<file path="src/rtl/fetch_pkg.sv">
// Shared types and helpers for the fetch stage: FSM state encoding, default reset PC
// and the PC range check used to detect fetches past the end of instruction memory.
package fetch_pkg;

  typedef enum logic [1:0] {
    BOOT  = 2'b00,
    RUN   = 2'b01,
    FAULT = 2'b10
  } fetch_state_t;

  localparam logic [31:0] RESET_PC_DEFAULT = 32'h0000_0000;

  // Widened to 33 bits so a full-range pc never aliases into range.
  function automatic logic pc_in_range(input logic [31:0] pc, input int unsigned words);
    return ({1'b0, pc} < (33'(words) * 33'd4));
  endfunction

endpackage

</file>
<file path="src/rtl/instr_fetch_ctrl_perf_counter.sv">
// 32-bit event counter: +1 on each enabled cycle, wraps modulo 2^32; zeroed by sync reset.
// Latency 1 cycle from en to count; no backpressure.
module perf_counter (
  input  logic        clk,
  input  logic        reset,
  input  logic        en,
  output logic [31:0] count
);

  always_ff @(posedge clk) begin
    if (reset) begin
      count <= 32'd0;
    end else if (en) begin
      count <= count + 32'd1;
    end
  end

endmodule

</file>
<file path="src/rtl/instr_fetch_ctrl.sv">
// Fetch-stage controller: owns the PC, reads async imem, fills IF/ID with 1-cycle latency.
// Backpressure: stall freezes PC and IF/ID; redirect beats stall; a bad PC parks in FAULT until reset.
module instr_fetch_ctrl
  import fetch_pkg::*;
#(
  parameter int unsigned MEM_WORDS = 64,
  parameter int unsigned ADDR_W    = 6,
  parameter logic [31:0] RESET_PC  = RESET_PC_DEFAULT
) (
  input  logic              clk,
  input  logic              reset,
  input  logic              stall,
  input  logic              redirect_valid,
  input  logic [31:0]       redirect_pc,
  output logic [ADDR_W-1:0] imem_addr,
  input  logic [31:0]       imem_instr,
  input  logic              imem_error,
  output logic              if_valid,
  output logic [31:0]       if_instr,
  output logic [31:0]       if_pc,
  output logic [31:0]       if_pc_plus4,
  output logic              fault,
  output logic [31:0]       fault_pc,
  output logic [31:0]       fetch_count,
  output logic [31:0]       stall_count,
  output logic [31:0]       flush_count
);

  fetch_state_t state_q, state_d;
  logic [31:0]  pc_q, pc_d;
  logic         if_valid_d;
  logic [31:0]  if_instr_d, if_pc_d, if_pc_plus4_d;
  logic         fault_d;
  logic [31:0]  fault_pc_d;
  logic         fetch_inc, stall_inc, flush_inc;
  logic         pc_bad;

  assign imem_addr = pc_q[ADDR_W+1:2];
  assign pc_bad    = (pc_q[1:0] != 2'b00) || !pc_in_range(pc_q, MEM_WORDS) || imem_error;

  always_comb begin
    state_d       = state_q;
    pc_d          = pc_q;
    if_valid_d    = if_valid;
    if_instr_d    = if_instr;
    if_pc_d       = if_pc;
    if_pc_plus4_d = if_pc_plus4;
    fault_d       = fault;
    fault_pc_d    = fault_pc;
    fetch_inc     = 1'b0;
    stall_inc     = 1'b0;
    flush_inc     = 1'b0;

    case (state_q)
      BOOT: begin
        state_d    = RUN;
        if_valid_d = 1'b0;
      end
      RUN: begin
        // A redirect target is only validated once it becomes the pc, via pc_bad.
        if (redirect_valid) begin
          pc_d       = redirect_pc;
          if_valid_d = 1'b0;
          flush_inc  = 1'b1;
        end else if (stall) begin
          stall_inc = 1'b1;
        end else if (pc_bad) begin
          state_d    = FAULT;
          fault_d    = 1'b1;
          fault_pc_d = pc_q;
          if_valid_d = 1'b0;
        end else begin
          if_instr_d    = imem_instr;
          if_pc_d       = pc_q;
          if_pc_plus4_d = pc_q + 32'd4;
          if_valid_d    = 1'b1;
          pc_d          = pc_q + 32'd4;
          fetch_inc     = 1'b1;
        end
      end
      FAULT: begin
        if_valid_d = 1'b0;
      end
      default: begin
        state_d    = BOOT;
        if_valid_d = 1'b0;
      end
    endcase
  end

  always_ff @(posedge clk) begin
    if (reset) begin
      state_q     <= BOOT;
      pc_q        <= RESET_PC;
      if_valid    <= 1'b0;
      if_instr    <= 32'd0;
      if_pc       <= 32'd0;
      if_pc_plus4 <= 32'd0;
      fault       <= 1'b0;
      fault_pc    <= 32'd0;
    end else begin
      state_q     <= state_d;
      pc_q        <= pc_d;
      if_valid    <= if_valid_d;
      if_instr    <= if_instr_d;
      if_pc       <= if_pc_d;
      if_pc_plus4 <= if_pc_plus4_d;
      fault       <= fault_d;
      fault_pc    <= fault_pc_d;
    end
  end

  perf_counter u_fetch_cnt (
    .clk   (clk),
    .reset (reset),
    .en    (fetch_inc),
    .count (fetch_count)
  );

  perf_counter u_stall_cnt (
    .clk   (clk),
    .reset (reset),
    .en    (stall_inc),
    .count (stall_count)
  );

  perf_counter u_flush_cnt (
    .clk   (clk),
    .reset (reset),
    .en    (flush_inc),
    .count (flush_count)
  );

endmodule

</file>
<file path="config.mk">
export PLATFORM = sky130hd
export DESIGN_NAME = instr_fetch_ctrl
export DESIGN_NICKNAME = d
export VERILOG_FILES = /design/src/rtl/fetch_pkg.sv /design/src/rtl/instr_fetch_ctrl_perf_counter.sv /design/src/rtl/instr_fetch_ctrl.sv
export SDC_FILE = /design/constraint.sdc
export NUM_CORES = 1
export LEC_CHECK = 0
export CAP_MARGIN = 20
export CORE_ASPECT_RATIO = 1.4
export CORE_MARGIN = 4
export CORE_UTILIZATION = 48
export CTS_BUF_LIST = sky130_fd_sc_hd__clkbuf_8 sky130_fd_sc_hd__clkbuf_16
export CTS_CLUSTER_SIZE = 12
export DETAILED_ROUTE_END_ITERATION = 10
export MAX_ROUTING_LAYER = met4
export PLACE_DENSITY_LB_ADDON = 0.12
export SLEW_MARGIN = 10
export SYNTH_ARGS = -nofsm -noshare
export SYNTH_HDL_FRONTEND = slang
export SYNTH_SLANG_ARGS = --single-unit
</file>
<file path="constraint.sdc">
create_clock -name clk -period 3 [get_ports clk]
set_input_delay 0.3 -clock clk [delete_from_list [all_inputs] [get_ports clk]]
set_output_delay 0.3 -clock clk [all_outputs]
set_load 0.02 [all_outputs]
</file>
==> metrics.yaml, run 1 <==
outcome:
  status: "finished, final reports clean"
critical_path:
  critPathMaxStageDelay_ps: 540
  cp_max_fo: 12
  critPathCaptureType: "flip-flop"
  cp.arrival_ps: 3100
  required_ps: 3440
  startpoint_type: "flip-flop"
  path_cells: "nor4_1, and4_1, buf_4, nand4_1, or3_2, a21oi_1"
  crit_type: "reg2reg"
  slowest_stage: "or3_2"
timing:
  max_freq_mhz: 376.8
  finalHoldViolations: 0
  timing.setup.tns_ps: 0
  worstMarginPinSlew_ps: 1104
  slew_headroom_pct: 26.14
  finalClockSkew_ps: 7.488
  finalSetupViolCount: 0
  fin_crit_sh_pct: 88.45
  slew_violations: 0
  fin_hold_ws_ps: 297.9
  rsz0062_at_grt: "no"
  min_period_ps: 2654
clocking:
  clk_latency_ps: 520
  root_buffer: "clkbuf_16"
  post_cts_buffers: 0
  clockBufferDepth: 3
  htreeDepth: 1
  cts_sinks: 258
  hold_buffers: 0
  cts_buffers: 26
  ctsResizeCount: 0
  tritoncts: "built"
  clk_pin_slew_ps: 60
layout:
  fill_cells: 1785
  regArea_um2: 5165
  drive_gt1_share_pct: 5.179
  n_antenna_cell: 0
  fin_util_pct: 67.48
  finalNetCount: 1569
  synthToLayoutAreaGrowth_pct: 38.58
  layout_common_cells: "298 x clkdlybuf4s50_1, 258 x dfxtp_1, 217 x nand2_1, 124 x a21oi_1, 103 x nor2_1"
  stdcell_area_um2: 14250
  mostFrequentLayoutCell: "clkdlybuf4s50_1"
  multi_input_comb_area_um2: 4733
synth:
  synthArstFlopShare_pct: 0
  ys_ff_latch: 258
  post_synth.cell_area_avg_um2: 8.404
  syn_area_um2: 10290
  synth-seq-area-share_pct: 50.21
  synth-edff-count: 0
  ys_warn_count: 0
  synthCells: 1224
  ys_types: 57
  synth_nets: 1297
  ys.flop_type: "dfxtp_1"
global_route:
  grt.total_usage_pct: 24.09
  grt_antenna_before_repair: 0
  overflow: 0
  grt_pass1_wl_um: 47040
  grt_pass1_vias: 9455
  grt_max_degree: 108
placement:
  placed_cell_area_um2: 13500
  dp_hpwl_um: 20710
  gp_congestion: 0.8462
  port_buffers: 300
drt:
  drc: 0
  wirelength_um: 29560
  vias: 9615
  via_per_inst: 5.445
  dr.pass1.iters: 5
  wl_per_cell_um: 16.74
  antenna_left: 0
  drt-initial-drc-count: 624
power_and_ir_drop:
  powerDensity_nw_per_um2: 487.0
  irDropWorstVdd_mv: 0.4233
  p_total_mw: 6.942
  p_leak_nw: 4.761
die:
  dieHeight_um: 181.2
  rows: 63
  core_area_um2: 21130
  initial_utilization_pct: 48.69
  die_area_um2: 23870
  die_w_um: 131.7
  io-pin-count: 301
worst_hold_path:
  min_path_type: "in2reg"
run:
  max_cap_viol_count: 0
-- report_power, final --
group	total (mW)	leakage (nW)	internal [mW]	switching [mW]
clock network	2.95	0.394	1.67	1.28
logic	0.480	2.29	0.206	0.274
registers	3.51	2.08	3.46	0.0481
total	6.94	4.76	5.34	1.60
-- cell usage after synthesis, types with 5 or more instances --
cell type | n | area [um2]
xor2_1 | 19 | 166.4
or4_1 | 10 | 75.07
a21oi_1 | 125 | 625.6
nor4_1 | 28 | 175.2
nand2b_1 | 7 | 43.79
nand2_1 | 217 | 814.5
nand4_1 | 26 | 162.7
nor3_1 | 23 | 115.1
o21ai_0 | 42 | 210.2
and2_1 | 52 | 325.3
o31ai_1 | 11 | 82.58
buf_1 | 5 | 18.77
nor2_1 | 104 | 390.4
a211oi_1 | 5 | 37.54
inv_1 | 20 | 75.07
buf_4 | 8 | 60.06
dfxtp_1 | 258 | 5165
clkbuf_1 | 66 | 247.7
or3_1 | 20 | 125.1
and4_1 | 12 | 105.1
xnor2_1 | 44 | 385.4
nand3_1 | 39 | 195.2
and3_1 | 13 | 81.33
a22oi_1 | 12 | 90.09
nor4b_1 | 5 | 43.79
-- metrics by stage --
step,setup slack (ps),instances
2_1_floorplan,607.3,1224
3_3_place_gp,154.0,1728
3_5_place_dp,167.6,1728
4_1_cts,403.9,1766
5_1_grt,197.7,1766
6_report,346.4,1766
-- state kept, by name, summed over array words and instances, names as in the netlist --
name	count
if_instr	32
fault	1
pc_q	32
if_pc_plus4	30
if_valid	1
fault_pc	32
u_flush_cnt.count	32
if_pc	32
state_q	2
u_fetch_cnt.count	32
u_stall_cnt.count	32
-- worst paths after layout --
| path | from | to | slack (ps) | cells past startpoint |
|---|---|---|---|---|
| min reg2reg | if_instr[9]$_SDFFE_PP0P_ | if_instr[9]$_SDFFE_PP0P_ | 450 | 2 |
| max reg2reg | pc_q[10]$_SDFFE_PP0P_ | u_fetch_cnt.count[13]$_SDFFE_PP0P_ | 350 | 6 |
| min | reset | pc_q[11]$_SDFFE_PP0P_ | 300 | 2 |
| max | pc_q[10]$_SDFFE_PP0P_ | u_fetch_cnt.count[13]$_SDFFE_PP0P_ | 350 | 6 |
-- kinds of logic after synthesis --
| kind of cell | share of synthesized area (%) |
|---|---|
| simple gates | 27.92 |
| flops | 50.21 |
| compound gates | 11.71 |
| buf+inv | 4.111 |
| xor+xnor | 5.364 |
| fa+ha+maj | 0.4866 |
| mux | 0.1946 |
-- critical path: cells and delay by family (launching register included) --
| kind | cells | cell delay (ps) |
|---|---|---|
| buffers and inverters | 1 | 200 |
| flip-flops | 1 | 370 |
| AND/OR/NAND/NOR | 4 | 1850 |
| AO/OA/AOI/OAI | 1 | 140 |
-- layout make-up --
type	count	share of cell area [%]
Clock buffer	30	5.029
Clock inverter	8	0.2282
Timing Repair Buffer	326	22.50
Tap cell	260	2.282
Multi-Input combinational cell	864	33.20
Sequential cell	258	36.23
Inverter	20	0.5266
-- metal layers --
layer / wire length (um) / track usage [%] / vias to the layer above
met4: 1037 / 8.911 / 0
met2: 14150 / 39.93 / 331
met1: 12060 / 27.77 / 4501
met5: 0 / - / -
met3: 2313 / 6.964 / 59
li1: - / - / 4724
No activity file was read; power rests on OpenSTA's default activity.
==> inputs of run 2 (changes only) <==
Settings changed: CORE_UTILIZATION 48 to 55, DONT_BUFFER_PORTS set to 1, PLACE_DENSITY set to 0.71, PLACE_DENSITY_LB_ADDON 0.12 to unset.
==> run 2 against run 1 <==
  * Total power down 4.7%
  * Clock power shrank 8.1%
  * Non-clock buffer count decreased by 209
  * Hold slack got worse by 290 ps
  * Clock-buffer cell count shrank 4
  * Global-route usage is 2.5 points higher
==> metrics.yaml, run 2 (synthesis gave the netlist of run 1 again) <==
timing:
  fin_hold_ws_ps: 10.19
  min_period_ps: 2888
  max_freq_mhz: 346.2
  finalSetupViolCount: 0
  finalHoldViolations: 0
  finalClockSkew_ps: 16.01
  worstMarginPinSlew_ps: 930.8
  fin_crit_sh_pct: 96.27
  rsz0062_at_grt: "yes"
  slew_headroom_pct: 37.66
  slew_violations: 0
die:
  die_w_um: 123.6
  core_area_um2: 18140
  dieHeight_um: 169.8
  rows: 58
  initial_utilization_pct: 56.70
  die_area_um2: 20990
  io-pin-count: 301
clocking:
  clockBufferDepth: 3
  cts_sinks: 258
  clk_latency_ps: 520
  root_buffer: "clkbuf_16"
  clk_pin_slew_ps: 60
  htreeDepth: 1
  cts_buffers: 25
  post_cts_buffers: 0
  tritoncts: "built"
critical_path:
  crit_type: "reg2reg"
  cp_max_fo: 14
  cp-endpoint: "fault_pc[13]$_SDFFE_PP0P_"
  startpoint_type: "flip-flop"
  r2r-start: "state_q[1]$_SDFFE_PP0P_"
  rrSetupSlack_ps: 110
  critPathCaptureType: "flip-flop"
  required_ps: 3450
  r2r-end: "fault_pc[13]$_SDFFE_PP0P_"
  timing.critical_path.from: "state_q[1]$_SDFFE_PP0P_"
  r2r_cells: 7
  cp.arrival_ps: 3340
power_and_ir_drop:
  powerDensity_nw_per_um2: 549.9
  p_total_mw: 6.618
  irDropWorstVdd_mv: 0.5388
  p_leak_nw: 4.156
placement:
  port_buffers: 0
  dp_hpwl_um: 18430
  gp_congestion: 0.8266
global_route:
  grt_max_degree: 155
  grt.total_usage_pct: 26.62
  grt_pass1_wl_um: 44280
  overflow: 0
  grt_antenna_before_repair: 0
  grt_pass1_vias: 8722
layout:
  fill_cells: 1511
  finalNetCount: 1359
  drive_gt1_share_pct: 6.124
  mostFrequentLayoutCell: "dfxtp_1"
  n_antenna_cell: 0
  synthToLayoutAreaGrowth_pct: 16.99
  layout_common_cells: "258 x dfxtp_1, 217 x nand2_1, 124 x a21oi_1, 103 x nor2_1, 83 x dlygate4sd3_1"
drt:
  antenna_left: 0
  vias: 8904
  drt-initial-drc-count: 664
  dr.pass1.iters: 7
  via_per_inst: 5.820
  drc: 0
  wl_per_cell_um: 18.51
  wirelength_um: 28320
outcome:
  status: "finished, final reports clean"
run:
  max_cap_viol_count: 0
worst_hold_path:
  min_path_type: "in2reg"
  worstHoldPathCells: 2
[run 2: changes by cell type in the layout (fill, tap and decap cells not counted), sizes merged]
cell,change
buf,+6
clkbuf,-4
clkdlybuf4s50,-298
clkinv,-2
dlygate4sd3,+83
inv,-1
[run 2: final cells by class]
type	count	area [um2]	area share [%]
Tap cell	240	300.3	2.495
Sequential cell	258	5165	42.92
Multi-Input combinational cell	864	4721	39.23
Clock inverter	5	23.77	0.1975
Inverter	20	75.07	0.6238
Timing Repair Buffer	117	1110	9.222
Clock buffer	26	639.4	5.313
[run 2: timing repair]
action                     in CTS  in global routing
hold buffers                   84                  0
setup endpoints to repair       0                 21
resized for setup               0                  2
hold endpoints to repair      200                  0
[run 2: per-layer routing]
| layer | routed length, um | GRT usage (%) |
|---|---|---|
| met5 | 0 | - |
| met4 | 1092 | 10.75 |
| met3 | 2768 | 7.746 |
| met2 | 13780 | 43.98 |
| met1 | 10680 | 29.98 |
[run 2: worst max-delay path: stages, from the launching register on]
cell,delay (ps)
dfxtp_1,360
nand2b_1,220
or3_1,440
a21oi_2,700
buf_4,310
nand2_1,80
a21oi_1,140
dlygate4sd3_1,570
[run 2: worst min path at each step]
stage,startpoint,endpoint
2_1_floorplan,redirect_pc[0],pc_q[0]$_SDFFE_PP0P_
3_3_place_gp,reset,fault_pc[12]$_SDFFE_PP0P_
3_5_place_dp,reset,fault_pc[14]$_SDFFE_PP0P_
4_1_cts,reset,u_fetch_cnt.count[4]$_SDFFE_PP0P_
5_1_grt,reset,u_fetch_cnt.count[4]$_SDFFE_PP0P_
6_report,redirect_pc[24],pc_q[24]$_SDFFE_PP0P_
[run 2: where the power goes]
part	switching (mW)	internal [mW]	leakage, nW	total [mW]
clock network	1.22	1.50	0.341	2.71
logic	0.232	0.150	1.73	0.382
registers	0.0574	3.46	2.08	3.52
total	1.50	5.11	4.16	6.62
[run 2: through the flow]
step | util, % | setup slack [ps] | instance area [um2] | std cells | TNS [ps]
6_report | 66.33 | 111.9 | 12030 | 1530 | 0
5_1_grt | 66.33 | -62.40 | 12030 | 1530 | -470.2
4_1_cts | 66.30 | 116.2 | 12030 | 1530 | 0
3_5_place_dp | 57.92 | 348.9 | 10510 | 1415 | 0
3_3_place_gp | 57.92 | 398.3 | 10510 | 1415 | 0
2_1_floorplan | - | 607.3 | 10290 | 1224 | 0
==> inputs of run 3 (changes only) <==
Settings changed: SLEW_MARGIN 10 to unset.
==> results of run 3 <==
The final DEF is identical to that of run 2; final timing and power are the same.
